--- src/rtl/alu_mc_pkg.sv ---
// Shared types and constants for the multi-cycle ALU.
// The ALU_MC_DIV_EN macro adds the DIV state to the FSM state type.
package alu_mc_pkg;

  localparam int unsigned ALU_MC_WIDTH = 32;

  typedef enum logic [3:0] {
    ALU_ADD   = 4'd0,
    ALU_SUB   = 4'd1,
    ALU_AND   = 4'd2,
    ALU_OR    = 4'd3,
    ALU_SLT   = 4'd4,
    ALU_SLTU  = 4'd5,
    ALU_XOR   = 4'd6,
    ALU_NOR   = 4'd7,
    ALU_MULT  = 4'd8,
    ALU_MULTU = 4'd9,
    ALU_DIV   = 4'd10,
    ALU_DIVU  = 4'd11,
    ALU_MFHI  = 4'd12,
    ALU_MFLO  = 4'd13,
    ALU_RSV14 = 4'd14,
    ALU_RSV15 = 4'd15
  } alu_ctl_e;

`ifdef ALU_MC_DIV_EN
  typedef enum logic [1:0] {
    ST_IDLE = 2'd0,
    ST_MUL  = 2'd1,
    ST_DIV  = 2'd2,
    ST_FIX  = 2'd3
  } state_e;
`else
  typedef enum logic [1:0] {
    ST_IDLE = 2'd0,
    ST_MUL  = 2'd1,
    ST_FIX  = 2'd3
  } state_e;
`endif

endpackage

--- src/rtl/alu_mc_iter.sv ---
// Iterative magnitude datapath: shift-add multiplier and, with
// ALU_MC_DIV_EN defined, a restoring divider. One step per enabled cycle,
// WIDTH steps per operation; last flags the final step.
module alu_mc_iter
  import alu_mc_pkg::*;
#(
  parameter int unsigned WIDTH = ALU_MC_WIDTH
) (
  input  logic             clk,
  input  logic             reset,
  input  logic             load,
`ifdef ALU_MC_DIV_EN
  input  logic             div_sel,
`endif
  input  logic             step,
  input  logic [WIDTH-1:0] mag_a,
  input  logic [WIDTH-1:0] mag_b,
  output logic             last,
  output logic [WIDTH-1:0] out_hi,
  output logic [WIDTH-1:0] out_lo
);

  localparam int unsigned CW = $clog2(WIDTH);

  logic [WIDTH-1:0] acc;
  logic [WIDTH-1:0] lo_q;
  logic [WIDTH-1:0] opnd;
  logic [CW-1:0]    cnt;
  logic [WIDTH:0]   mul_sum;
  logic [WIDTH-1:0] nxt_acc;
  logic [WIDTH-1:0] nxt_lo;
`ifdef ALU_MC_DIV_EN
  logic             mode_div;
  logic [WIDTH:0]   div_shift;
  logic [WIDTH-1:0] div_diff;
  logic             div_ge;
`endif

  assign last   = step && (cnt == CW'(WIDTH - 1));
  assign out_hi = acc;
  assign out_lo = lo_q;

  // Next value of the accumulator / shift register for one iteration
  always_comb begin
    mul_sum = {1'b0, acc} + (lo_q[0] ? {1'b0, opnd} : '0);
    nxt_acc = mul_sum[WIDTH:1];
    nxt_lo  = {mul_sum[0], lo_q[WIDTH-1:1]};
`ifdef ALU_MC_DIV_EN
    div_shift = {acc, lo_q[WIDTH-1]};
    div_ge    = (div_shift >= {1'b0, opnd});
    div_diff  = div_shift[WIDTH-1:0] - opnd;
    if (mode_div) begin
      nxt_acc = div_ge ? div_diff : div_shift[WIDTH-1:0];
      nxt_lo  = {lo_q[WIDTH-2:0], div_ge};
    end
`endif
  end

  // Operand load, per-cycle step and iteration counter
  always_ff @(posedge clk) begin
    if (reset) begin
      acc  <= '0;
      lo_q <= '0;
      opnd <= '0;
      cnt  <= '0;
`ifdef ALU_MC_DIV_EN
      mode_div <= 1'b0;
`endif
    end else if (load) begin
      acc  <= '0;
      lo_q <= mag_a;
      opnd <= mag_b;
      cnt  <= '0;
`ifdef ALU_MC_DIV_EN
      mode_div <= div_sel;
`endif
    end else if (step) begin
      acc  <= nxt_acc;
      lo_q <= nxt_lo;
      cnt  <= cnt + 1'b1;
    end
  end

endmodule

--- src/rtl/alu_mc.sv ---
// Multi-cycle ALU: single-cycle logic ops, iterative multiply and
// (when ALU_MC_DIV_EN is defined) divide, with hi/lo result registers.
module alu_mc
  import alu_mc_pkg::*;
#(
  parameter int unsigned WIDTH = ALU_MC_WIDTH
) (
  input  logic             clk,
  input  logic             reset,
  input  logic             start,
  input  logic [3:0]       alu_ctl,
  input  logic [WIDTH-1:0] src_a,
  input  logic [WIDTH-1:0] src_b,
  output logic [WIDTH-1:0] result,
  output logic             zero,
  output logic             ovf,
  output logic             illegal,
  output logic [WIDTH-1:0] hi,
  output logic [WIDTH-1:0] lo,
  output logic             busy,
  output logic             done
);

  alu_ctl_e         op;
  state_e           state;
  logic             is_mul, is_div, is_illegal, signed_op;
  logic             neg_a, neg_b, neg_p;
  logic [WIDTH-1:0] mag_a, mag_b;
  logic [WIDTH-1:0] add_res, sub_res, sc_res;
  logic             sc_ovf;
  logic             iter_load, iter_step, iter_last;
  logic [WIDTH-1:0] iter_hi, iter_lo, fix_hi, fix_lo;
`ifdef ALU_MC_DIV_EN
  logic             div_op, neg_r;
`endif

  assign op = alu_ctl_e'(alu_ctl);
  assign is_mul = (op == ALU_MULT) || (op == ALU_MULTU);
`ifdef ALU_MC_DIV_EN
  assign is_div    = (op == ALU_DIV) || (op == ALU_DIVU);
  assign iter_step = (state == ST_MUL) || (state == ST_DIV);
`else
  assign is_div    = 1'b0;
  assign iter_step = (state == ST_MUL);
`endif
  assign is_illegal = (op == ALU_RSV14) || (op == ALU_RSV15) ||
                      (!is_div && ((op == ALU_DIV) || (op == ALU_DIVU)));
  assign signed_op = (op == ALU_MULT) || (op == ALU_DIV);
  assign neg_a = signed_op && src_a[WIDTH-1];
  assign neg_b = signed_op && src_b[WIDTH-1];
  assign mag_a = neg_a ? -src_a : src_a;
  assign mag_b = neg_b ? -src_b : src_b;
  assign iter_load = (state == ST_IDLE) && start &&
                     (is_mul || (is_div && (src_b != '0)));
  assign zero = (result == '0);

  alu_mc_iter #(.WIDTH(WIDTH)) u_iter (
    .clk     (clk),
    .reset   (reset),
    .load    (iter_load),
`ifdef ALU_MC_DIV_EN
    .div_sel (is_div),
`endif
    .step    (iter_step),
    .mag_a   (mag_a),
    .mag_b   (mag_b),
    .last    (iter_last),
    .out_hi  (iter_hi),
    .out_lo  (iter_lo)
  );

  // Single-cycle result and signed add/sub overflow
  always_comb begin
    add_res = src_a + src_b;
    sub_res = src_a - src_b;
    sc_res  = '0;
    sc_ovf  = 1'b0;
    case (op)
      ALU_ADD: begin
        sc_res = add_res;
        sc_ovf = (src_a[WIDTH-1] == src_b[WIDTH-1]) && (add_res[WIDTH-1] != src_a[WIDTH-1]);
      end
      ALU_SUB: begin
        sc_res = sub_res;
        sc_ovf = (src_a[WIDTH-1] != src_b[WIDTH-1]) && (sub_res[WIDTH-1] != src_a[WIDTH-1]);
      end
      ALU_AND:  sc_res = src_a & src_b;
      ALU_OR:   sc_res = src_a | src_b;
      ALU_SLT:  sc_res = {{(WIDTH-1){1'b0}}, ($signed(src_a) < $signed(src_b))};
      ALU_SLTU: sc_res = {{(WIDTH-1){1'b0}}, (src_a < src_b)};
      ALU_XOR:  sc_res = src_a ^ src_b;
      ALU_NOR:  sc_res = ~(src_a | src_b);
      ALU_MFHI: sc_res = hi;
      ALU_MFLO: sc_res = lo;
      default:  sc_res = '0;
    endcase
  end

  // Sign correction of the magnitude product / quotient / remainder
  always_comb begin
    {fix_hi, fix_lo} = neg_p ? -{iter_hi, iter_lo} : {iter_hi, iter_lo};
`ifdef ALU_MC_DIV_EN
    if (div_op) begin
      fix_lo = neg_p ? -iter_lo : iter_lo;
      fix_hi = neg_r ? -iter_hi : iter_hi;
    end
`endif
  end

  // Control FSM and all output registers
  always_ff @(posedge clk) begin
    if (reset) begin
      state   <= ST_IDLE;
      result  <= '0;
      ovf     <= 1'b0;
      illegal <= 1'b0;
      hi      <= '0;
      lo      <= '0;
      busy    <= 1'b0;
      done    <= 1'b0;
      neg_p   <= 1'b0;
`ifdef ALU_MC_DIV_EN
      div_op  <= 1'b0;
      neg_r   <= 1'b0;
`endif
    end else begin
      done <= 1'b0;
      case (state)
        ST_IDLE: begin
          if (start) begin
            if (is_mul) begin
              state   <= ST_MUL;
              busy    <= 1'b1;
              ovf     <= 1'b0;
              illegal <= 1'b0;
              neg_p   <= neg_a ^ neg_b;
`ifdef ALU_MC_DIV_EN
              div_op  <= 1'b0;
            end else if (is_div) begin
              ovf     <= 1'b0;
              illegal <= 1'b0;
              if (src_b == '0) begin
                // Divide by zero completes immediately without iterating
                lo   <= '1;
                hi   <= src_a;
                done <= 1'b1;
              end else begin
                state  <= ST_DIV;
                busy   <= 1'b1;
                div_op <= 1'b1;
                neg_p  <= neg_a ^ neg_b;
                neg_r  <= neg_a;
              end
`endif
            end else begin
              result  <= sc_res;
              ovf     <= sc_ovf;
              illegal <= is_illegal;
              done    <= 1'b1;
            end
          end
        end
        ST_MUL: if (iter_last) state <= ST_FIX;
`ifdef ALU_MC_DIV_EN
        ST_DIV: if (iter_last) state <= ST_FIX;
`endif
        ST_FIX: begin
          hi    <= fix_hi;
          lo    <= fix_lo;
          busy  <= 1'b0;
          done  <= 1'b1;
          state <= ST_IDLE;
        end
        default: state <= ST_IDLE;
      endcase
    end
  end

endmodule

--- config.mk ---
export PLATFORM = sky130hd
export DESIGN_NAME = alu_mc
export DESIGN_NICKNAME = d
export VERILOG_FILES = /design/src/rtl/alu_mc_pkg.sv /design/src/rtl/alu_mc_iter.sv /design/src/rtl/alu_mc.sv
export SDC_FILE = /design/constraint.sdc
export NUM_CORES = 1
export LEC_CHECK = 0
export CORE_MARGIN = 2
export CORE_UTILIZATION = 34
export CTS_BUF_LIST = sky130_fd_sc_hd__clkbuf_8
export DETAILED_ROUTE_END_ITERATION = 12
export GPL_TIMING_DRIVEN = 0
export HOLD_SLACK_MARGIN = 0.1
export PLACE_DENSITY_LB_ADDON = 0.05
export RECOVER_POWER = 25
export SLEW_MARGIN = 5
export SYNTH_ARGS = -nofsm -noshare
export SYNTH_HDL_FRONTEND = slang
export SYNTH_HIERARCHICAL = 1
export SYNTH_SLANG_ARGS = --single-unit
export TNS_END_PERCENT = 1
--- constraint.sdc ---
create_clock -name clk -period 4.7 [get_ports clk]
set_input_delay 0.705 -clock clk [delete_from_list [all_inputs] [get_ports clk]]
set_output_delay 0.705 -clock clk [all_outputs]
set_load 0.1 [all_outputs]
==> impl_metrics.csv, run 1 <==
group,metric,value,unit
clock_network,clkLatencyLatePin,610,ps
worst_setup_path,cpMaxStageDelayCell,"clkdlybuf4s50_1",
worst_setup_path,cp.arrival,5150,ps
route,detail_route.iter0.violations,2000,
clock_network,cts-root-buf,"clkbuf_8",
power,p_per_area,267,nW/um^2
power,leakagePower,8.05,nW
power,clockPowerShare,35.9,%
floorplanning,core,49200,sq um
clock_network,cts_tree,"done",
worst_setup_path,criticalPathCategory,"in -> reg",
flow_run,cap_violations,0,
clock_network,cts_num_sinks,204,
final_layout,drive_gt1_share,4.43,%
timing,clock_skew,30.7,ps
global_route,grt_antenna_before_repair,0,
worst_setup_path,slowest_delay,630,ps
timing,period_share,99.7,%
global_route,grt_overflow_total,0,
worst_setup_path,critPathRequiredTime,5170,ps
route,antenna_left,0,
logic_synthesis,syn-cell-area,17000,sq um
logic_synthesis,synth_compound_area_share,25.8,%
clock_network,clockBufferDepth,3,
floorplanning,design.die.area,51800,sq um
timing,finalHoldViolCount,0,
final_layout,fin_nets,2648,
power,p_total,0.00545,W
worst_setup_path,crit_chain,"clkdlybuf4s50_1 > inv_1 > ha_1 > inv_1 > fa_1 > nor2b_1 > o21ai_1 > a211oi_1 > or3b_2 > o2111ai_2 > a211oi_1 > o31ai_2 > xor2_1 > a221oi_1 > o21ai_0",
placement,place_area,19500,sq um
worst_setup_path,end_kind,"flip-flop",
timing,fmax,213,MHz
power,peakVddDrop,0.238,mV
timing,setup_viol,0,
route,via_per_inst,5.87,
logic_synthesis,synth_nets,2435,
final_layout,seq_area,4080,sq um
floorplanning,initial_core_util,34.6,%
logic_synthesis,ys_ff_latch,204,
global_route,grt_first_pass_wirelength,121000,microns
clock_network,post_cts_buffers,0,
min_path,hold_class,"reg -> reg",
final_layout,syn_to_final_growth,20.0,%
timing,worst_pin_slew,1160,ps
clock_network,clk_pin_slew,60,ps
logic_synthesis,synth_fa_ha_area_share,10.7,%
final_layout,multi_input_area,12000,sq um
logic_synthesis,synth_edf_count,0,
worst_setup_path,cp-start-kind,"primary input",
placement,dp_hpwl,70000,microns
route,drc_errors,0,
logic_synthesis,synth_top_family_by_area,"compound AO/OA/AOI/OAI gates",
logic_synthesis,synth_ff_type,"dfxtp_1",
timing,rsz0062_at_grt,"true",
logic_synthesis,synth_simple_gate_area_share,19.4,%
logic_synthesis,async_flop_share,0,%
logic_synthesis,synthDistinctLibCells,81,
clock_network,htreeDepth,2,
floorplanning,rows,81,
placement,io_buffers,168,
timing,relSlewSlack,22.9,%
timing,period_needed,4690,ps
global_route,grt_use_total,32.5,%
route,wire_per_inst,27.5,microns
final_layout,fin_area,20400,sq um
logic_synthesis,netlist_instances,2221,
route,dr.pass1.iters,7,
clock_network,ctsHoldBuffers,0,
timing,slew_violations,0,
worst_setup_path,crit_fanout,4,
route,vias,18300,
timing,fin_tns_setup,0,ps
logic_synthesis,synthMuxAreaShare,5.68,%
power,p_int,0.00335,W
logic_synthesis,yosys.area_share.xor_xnor,8.97,%
floorplanning,die_width,228,microns
power,p_sw_share,38.5,%
logic_synthesis,seq_area_frac_synth,24.0,%
power,power.switching,0.00210,W
placement,place.gp.congestion,0.971,
global_route,grt_pass1_vias,17300,
logic_synthesis,synth_area_leaders,"dfxtp_1 24%, ha_1 10%, nor2_1 6.9%",
worst_setup_path,rrSetupSlack,530,ps
clock_network,cts_inserted_buffers,42,
floorplanning,fp.dieH,228,microns
logic_synthesis,netlist.area_leader.share,24.0,%
route,routed_wirelength,85800,microns
logic_synthesis,yosys_warnings,6,
power,pwr-share-comb,30.4,%
power,p_seq_share,33.6,%
floorplanning,boundaryPins,172,
status,status,"completed",
logic_synthesis,syn_avg_cell_area,7.65,sq um
logic_synthesis,synth_area_leader_cell,"dfxtp_1",
final_layout,n_fill_cell,5153,
global_route,grt_max_degree,12,
[path summary, 6_finish.rpt]
path | from | endpoint | cells after the start
worst min register to register | illegal$_SDFFE_PP0P_ | illegal$_SDFFE_PP0P_ | 2
worst max-delay path | src_a[0] | result[30]$_SDFFE_PP0P_ | 15
worst min-delay path | illegal$_SDFFE_PP0P_ | illegal$_SDFFE_PP0P_ | 2
worst max register to register | u_iter/out_lo[0]$_SDFFE_PP0P_ | u_iter/out_hi[21]$_SDFFE_PP0P_ | 14
[sequential cells by signal (all words and copies together) (netlist names)]
signal and flops:
hi 32, done 1, neg_p 1, lo 32, u_iter/out_lo 32, illegal 1, u_iter/opnd 32, busy 1
u_iter/out_hi 32, state 2, result 32, u_iter/cnt 5, ovf 1
[stage by stage]
step                hold slack [ps]  instances  setup slack, ps  util, %
floorplan                       452       2221             1110        -
global placement                446       3053            -1040     39.7
detailed placement              462       3054            -1030     39.7
CTS                             470       3124             28.4     41.5
global route                    477       3124             -118     41.5
finish                          465       3125             14.6     41.5
[critical path, delay by kind of cell]
family                   cells  cell delay, ps
XOR/XNOR                     1             120
AO/OA/AOI/OAI                7            1930
AND/OR/NAND/NOR              2             750
adder cells (fa/ha/maj)      2             630
buffers and inverters        3             990
[final cells by class]
type                       count  share of cell area, %
timing repair buffer         169                   8.29
antenna                        1                 0.0123
buffer                       143                   2.66
multi-input combinational   1772                   58.9
clock inverter                16                  0.528
tap                          664                   4.08
clock buffer                  54                   3.65
sequential                   204                   20.0
inverter                     102                   1.88
[placed cells by master, fill, tap and decap left out, types with 37 or more instances in the layout]
master | netlist | layout
clkdlybuf4s50_1 | 0 | 128
a21oi_1 | 183 | 183
nand2_1 | 122 | 122
ha_1 | 140 | 140
xor2_1 | 77 | 77
nor2_1 | 312 | 312
a211oi_1 | 75 | 75
xnor2_1 | 97 | 97
clkbuf_8 | 0 | 54
nor3_1 | 46 | 44
dfxtp_1 | 204 | 204
mux2i_1 | 95 | 95
o21ai_0 | 102 | 101
clkbuf_1 | 127 | 127
inv_1 | 101 | 109
and2_1 | 37 | 37
dlygate4sd3_1 | 0 | 40
[power by group through the flow]
stage | sequential (W) | combinational, W | clock [W]
global route | 0.00184 | 0.00174 | 0.00208
finish | 0.00183 | 0.00166 | 0.00196
floorplan | 0.00198 | 0.000880 | 0
detailed placement | 0.00187 | 0.00162 | 0
global placement | 0.00187 | 0.00162 | 0
CTS | 0.00183 | 0.00163 | 0.00199
[kinds of logic (layout without fill, tap and decap cells)]
logic type / count (synthesis) / after routing
AOI/OAI and AO/OA: 653 / 653
xor gates and xnor gates: 174 / 174
adders and majority gates: 143 / 143
buffers and inverters: 245 / 484
DFF: 204 / 204
muxes: 96 / 96
other: 0 / 1
and+or+nand+nor: 706 / 706
[metal layers]
layer | up-vias | routed length [microns] | share of wire [%] | track usage (%)
li1 | 8427 | - | - | -
met1 | 8887 | 38800 | 45 | 45.7
met2 | 900 | 36700 | 43 | 50.3
met3 | 128 | 7690 | 9.0 | 6.25
met4 | 0 | 2670 | 3.1 | 9.55
met5 | - | 0 | 0 | 0
[cell usage after synthesis, types with 19 or more instances]
| library cell | number |
|---|---|
| xnor2_1 | 97 |
| a21oi_1 | 183 |
| nor2_1 | 312 |
| a21o_1 | 36 |
| nor4_1 | 19 |
| a22oi_1 | 20 |
| clkbuf_1 | 127 |
| nand4_1 | 21 |
| inv_1 | 101 |
| mux2i_1 | 95 |
| xor2_1 | 77 |
| nand2_1 | 122 |
| o31ai_1 | 34 |
| ha_1 | 140 |
| a221oi_1 | 32 |
| nand3_1 | 33 |
| a211oi_1 | 75 |
| nor3_1 | 46 |
| dfxtp_1 | 204 |
| and2_1 | 37 |
| a31oi_1 | 34 |
| o21ai_0 | 102 |
[timing repair]
action / CTS / global route
pin swaps: 1 / 0
setup endpoints to repair: 2 / 9
resized for setup: 2 / 3
gates cloned: 0 / 0
No activity file was read; power rests on OpenSTA's default activity.
==> run 2: changes to the inputs <==
CORE_MARGIN = unset   (was 2)
GPL_ROUTABILITY_DRIVEN = 0   (was unset)
SLEW_MARGIN = unset   (was 5)
==> run 2 against run 1 <==
  * Non-clock buffer count unchanged
  * Flip-flop and latch count unchanged
  * Via count increased by 0.41%
  * Critical path depth unchanged
  * Worst setup slack improved by 210 ps
  * Sequential power about the same
  * Clock skew increased by 31 ps
  * Maximum frequency increased by 4.8%
  * Power decreased by 2.8%
  * Register-to-register slack got worse by 100 ps
  * Largest cell class unchanged
  * Highest routed layer unchanged
==> impl_metrics.csv, run 2 (synthesis results as in run 1) <==
group,metric,value,unit
route,drc_errors,0,
timing,relSlewSlack,21.5,%
final_layout,seq_area,4080,sq um
final_layout,syn_to_final_growth,19.6,%
final_layout,layout.cells.most_common_list,"312 x nor2_1, 204 x dfxtp_1, 183 x a21oi_1, 140 x ha_1, 129 x clkdlybuf4s50_1",
final_layout,final_common_cell,"nor2_1",
timing,hold_ws,464,ps
min_path,hold_class,"reg -> reg",
global_route,grt_overflow_total,0,
global_route,grt_max_degree,12,
route,dr.pass1.iters,6,
clock_network,post_cts_buffers,0,
flow_run,cap_violations,0,
power,leakagePower,8.03,nW
floorplanning,fp.dieH,226,microns
final_layout,n_fill_cell,5192,
floorplanning,design.die.area,50900,sq um
timing,period_share,95.1,%
floorplanning,core,49200,sq um
clock_network,clk_pin_slew,50,ps
global_route,grt_use_total,31.5,%
floorplanning,boundaryPins,172,
route,wire_per_inst,26.1,microns
clock_network,cts-resized-gates,0,
clock_network,ctsHoldBuffers,0,
timing,fmax,224,MHz
final_layout,fin_cells,3121,
worst_setup_path,slowest_delay,610,ps
clock_network,cts-root-buf,"clkbuf_8",
timing,setup_viol,0,
route,routed_wirelength,81600,microns
clock_network,cts_num_sinks,204,
timing,slew_violations,0,
worst_setup_path,criticalPathCategory,"in -> reg",
timing,rsz0062_at_grt,"false",
clock_network,clockBufferDepth,3,
worst_setup_path,cp-start-kind,"primary input",
final_layout,drive_gt1_share,4.19,%
placement,io_buffers,168,
final_layout,multi_input_area,12000,sq um
clock_network,cts_tree,"done",
global_route,grt_first_pass_wirelength,116000,microns
placement,dp_hpwl,65700,microns
clock_network,clkLatencyLatePin,620,ps
global_route,grt_antenna_before_repair,3,
floorplanning,initial_core_util,34.6,%
route,detail_route.iter0.violations,1991,
power,p_per_area,261,nW/um^2
timing,finalHoldViolCount,0,
worst_setup_path,cp.arrival,4940,ps
final_layout,antenna_cells,0,
timing,clock_skew,61.9,ps
route,vias,18400,
final_layout,fin_nets,2647,
power,peakVddDrop,0.150,mV
worst_setup_path,crit_chain,"clkdlybuf4s50_1 > inv_1 > ha_1 > inv_1 > fa_1 > nor2b_1 > o21ai_1 > a211oi_1 > or3b_2 > o2111ai_2 > a211oi_1 > o31ai_2 > xor2_1 > a221oi_1 > o21ai_0",
worst_setup_path,end_kind,"flip-flop",
route,via_per_inst,5.90,
clock_network,cts_inserted_buffers,41,
worst_setup_path,cpMaxStageDelayCell,"clkdlybuf4s50_1",
clock_network,htreeDepth,2,
status,status,"completed",
route,antenna_left,0,
placement,dp_cells,3054,
timing,period_needed,4470,ps
timing,worst_pin_slew,1170,ps
worst_setup_path,crit_fanout,4,
floorplanning,die_width,226,microns
global_route,grt_pass1_vias,17100,
worst_setup_path,critPathRequiredTime,5170,ps
floorplanning,rows,81,
-- run 2: cell count changes in the layout (fill, tap and decap cells not counted), sizes merged --
cell	change
bufinv	-1
clkbuf	-3
clkdlybuf4s50	+1
clkinvlp	-1
diode	-1
dlygate4sd3	-1
inv	+2
-- run 2: worst paths after layout --
path	start	to	slack, ps	depth (start not counted)
hold reg to reg	illegal$_SDFFE_PP0P_	illegal$_SDFFE_PP0P_	460	2
setup reg to reg	u_iter/out_lo[8]$_SDFFE_PP0P_	hi[21]$_SDFFE_PP0P_	430	11
setup / recovery	src_a[0]	result[30]$_SDFFE_PP0P_	230	15
hold / removal	illegal$_SDFFE_PP0P_	illegal$_SDFFE_PP0P_	460	2
-- run 2: per-stage QoR --
stage          power [W]  utilization (%)  worst slack [ps]  setup TNS, ps  cell area, sq um
2_1_floorplan    0.00286                -              1110              0             17000
3_3_place_gp     0.00345             39.7              -636          -3700             19500
3_5_place_dp     0.00346             39.7              -615          -2660             19500
4_1_cts          0.00529             41.3              7.11              0             20300
5_1_grt          0.00550             41.3              4.03              0             20300
6_report         0.00530             41.3               230              0             20300
-- run 2: power by group --
part	switching (W)	internal [W]	total (W)
combinational	0.00115	0.000493	0.00164
sequential	0.0000542	0.00177	0.00183
clock	0.000851	0.000973	0.00182
total	0.00205	0.00324	0.00530
-- run 2: worst max-delay path: cells and delay by family --
family	cells	cell delay [ps]
AND/OR/NAND/NOR	2	730
buffers and inverters	3	890
AO/OA/AOI/OAI	7	1870
XOR/XNOR	1	110
adder cells (fa/ha/maj)	2	620
-- run 2: area by class of cell --
type / instances / area share (%)
multi-input combinational: 1772 / 59.1
sequential: 204 / 20.1
timing repair buffer: 169 / 8.31
tap: 664 / 4.09
clock buffer: 51 / 3.45
buffer: 143 / 2.67
inverter: 102 / 1.88
clock inverter: 16 / 0.413
-- run 2: metal layers --
| metal | GRT usage (%) | vias up | wire (microns) |
|---|---|---|---|
| met5 | 0 | - | 0 |
| met4 | 10.8 | 0 | 2750 |
| met3 | 6.23 | 145 | 7560 |
| met2 | 47.7 | 932 | 34800 |
| met1 | 44.1 | 8929 | 36500 |
| li1 | - | 8412 | - |
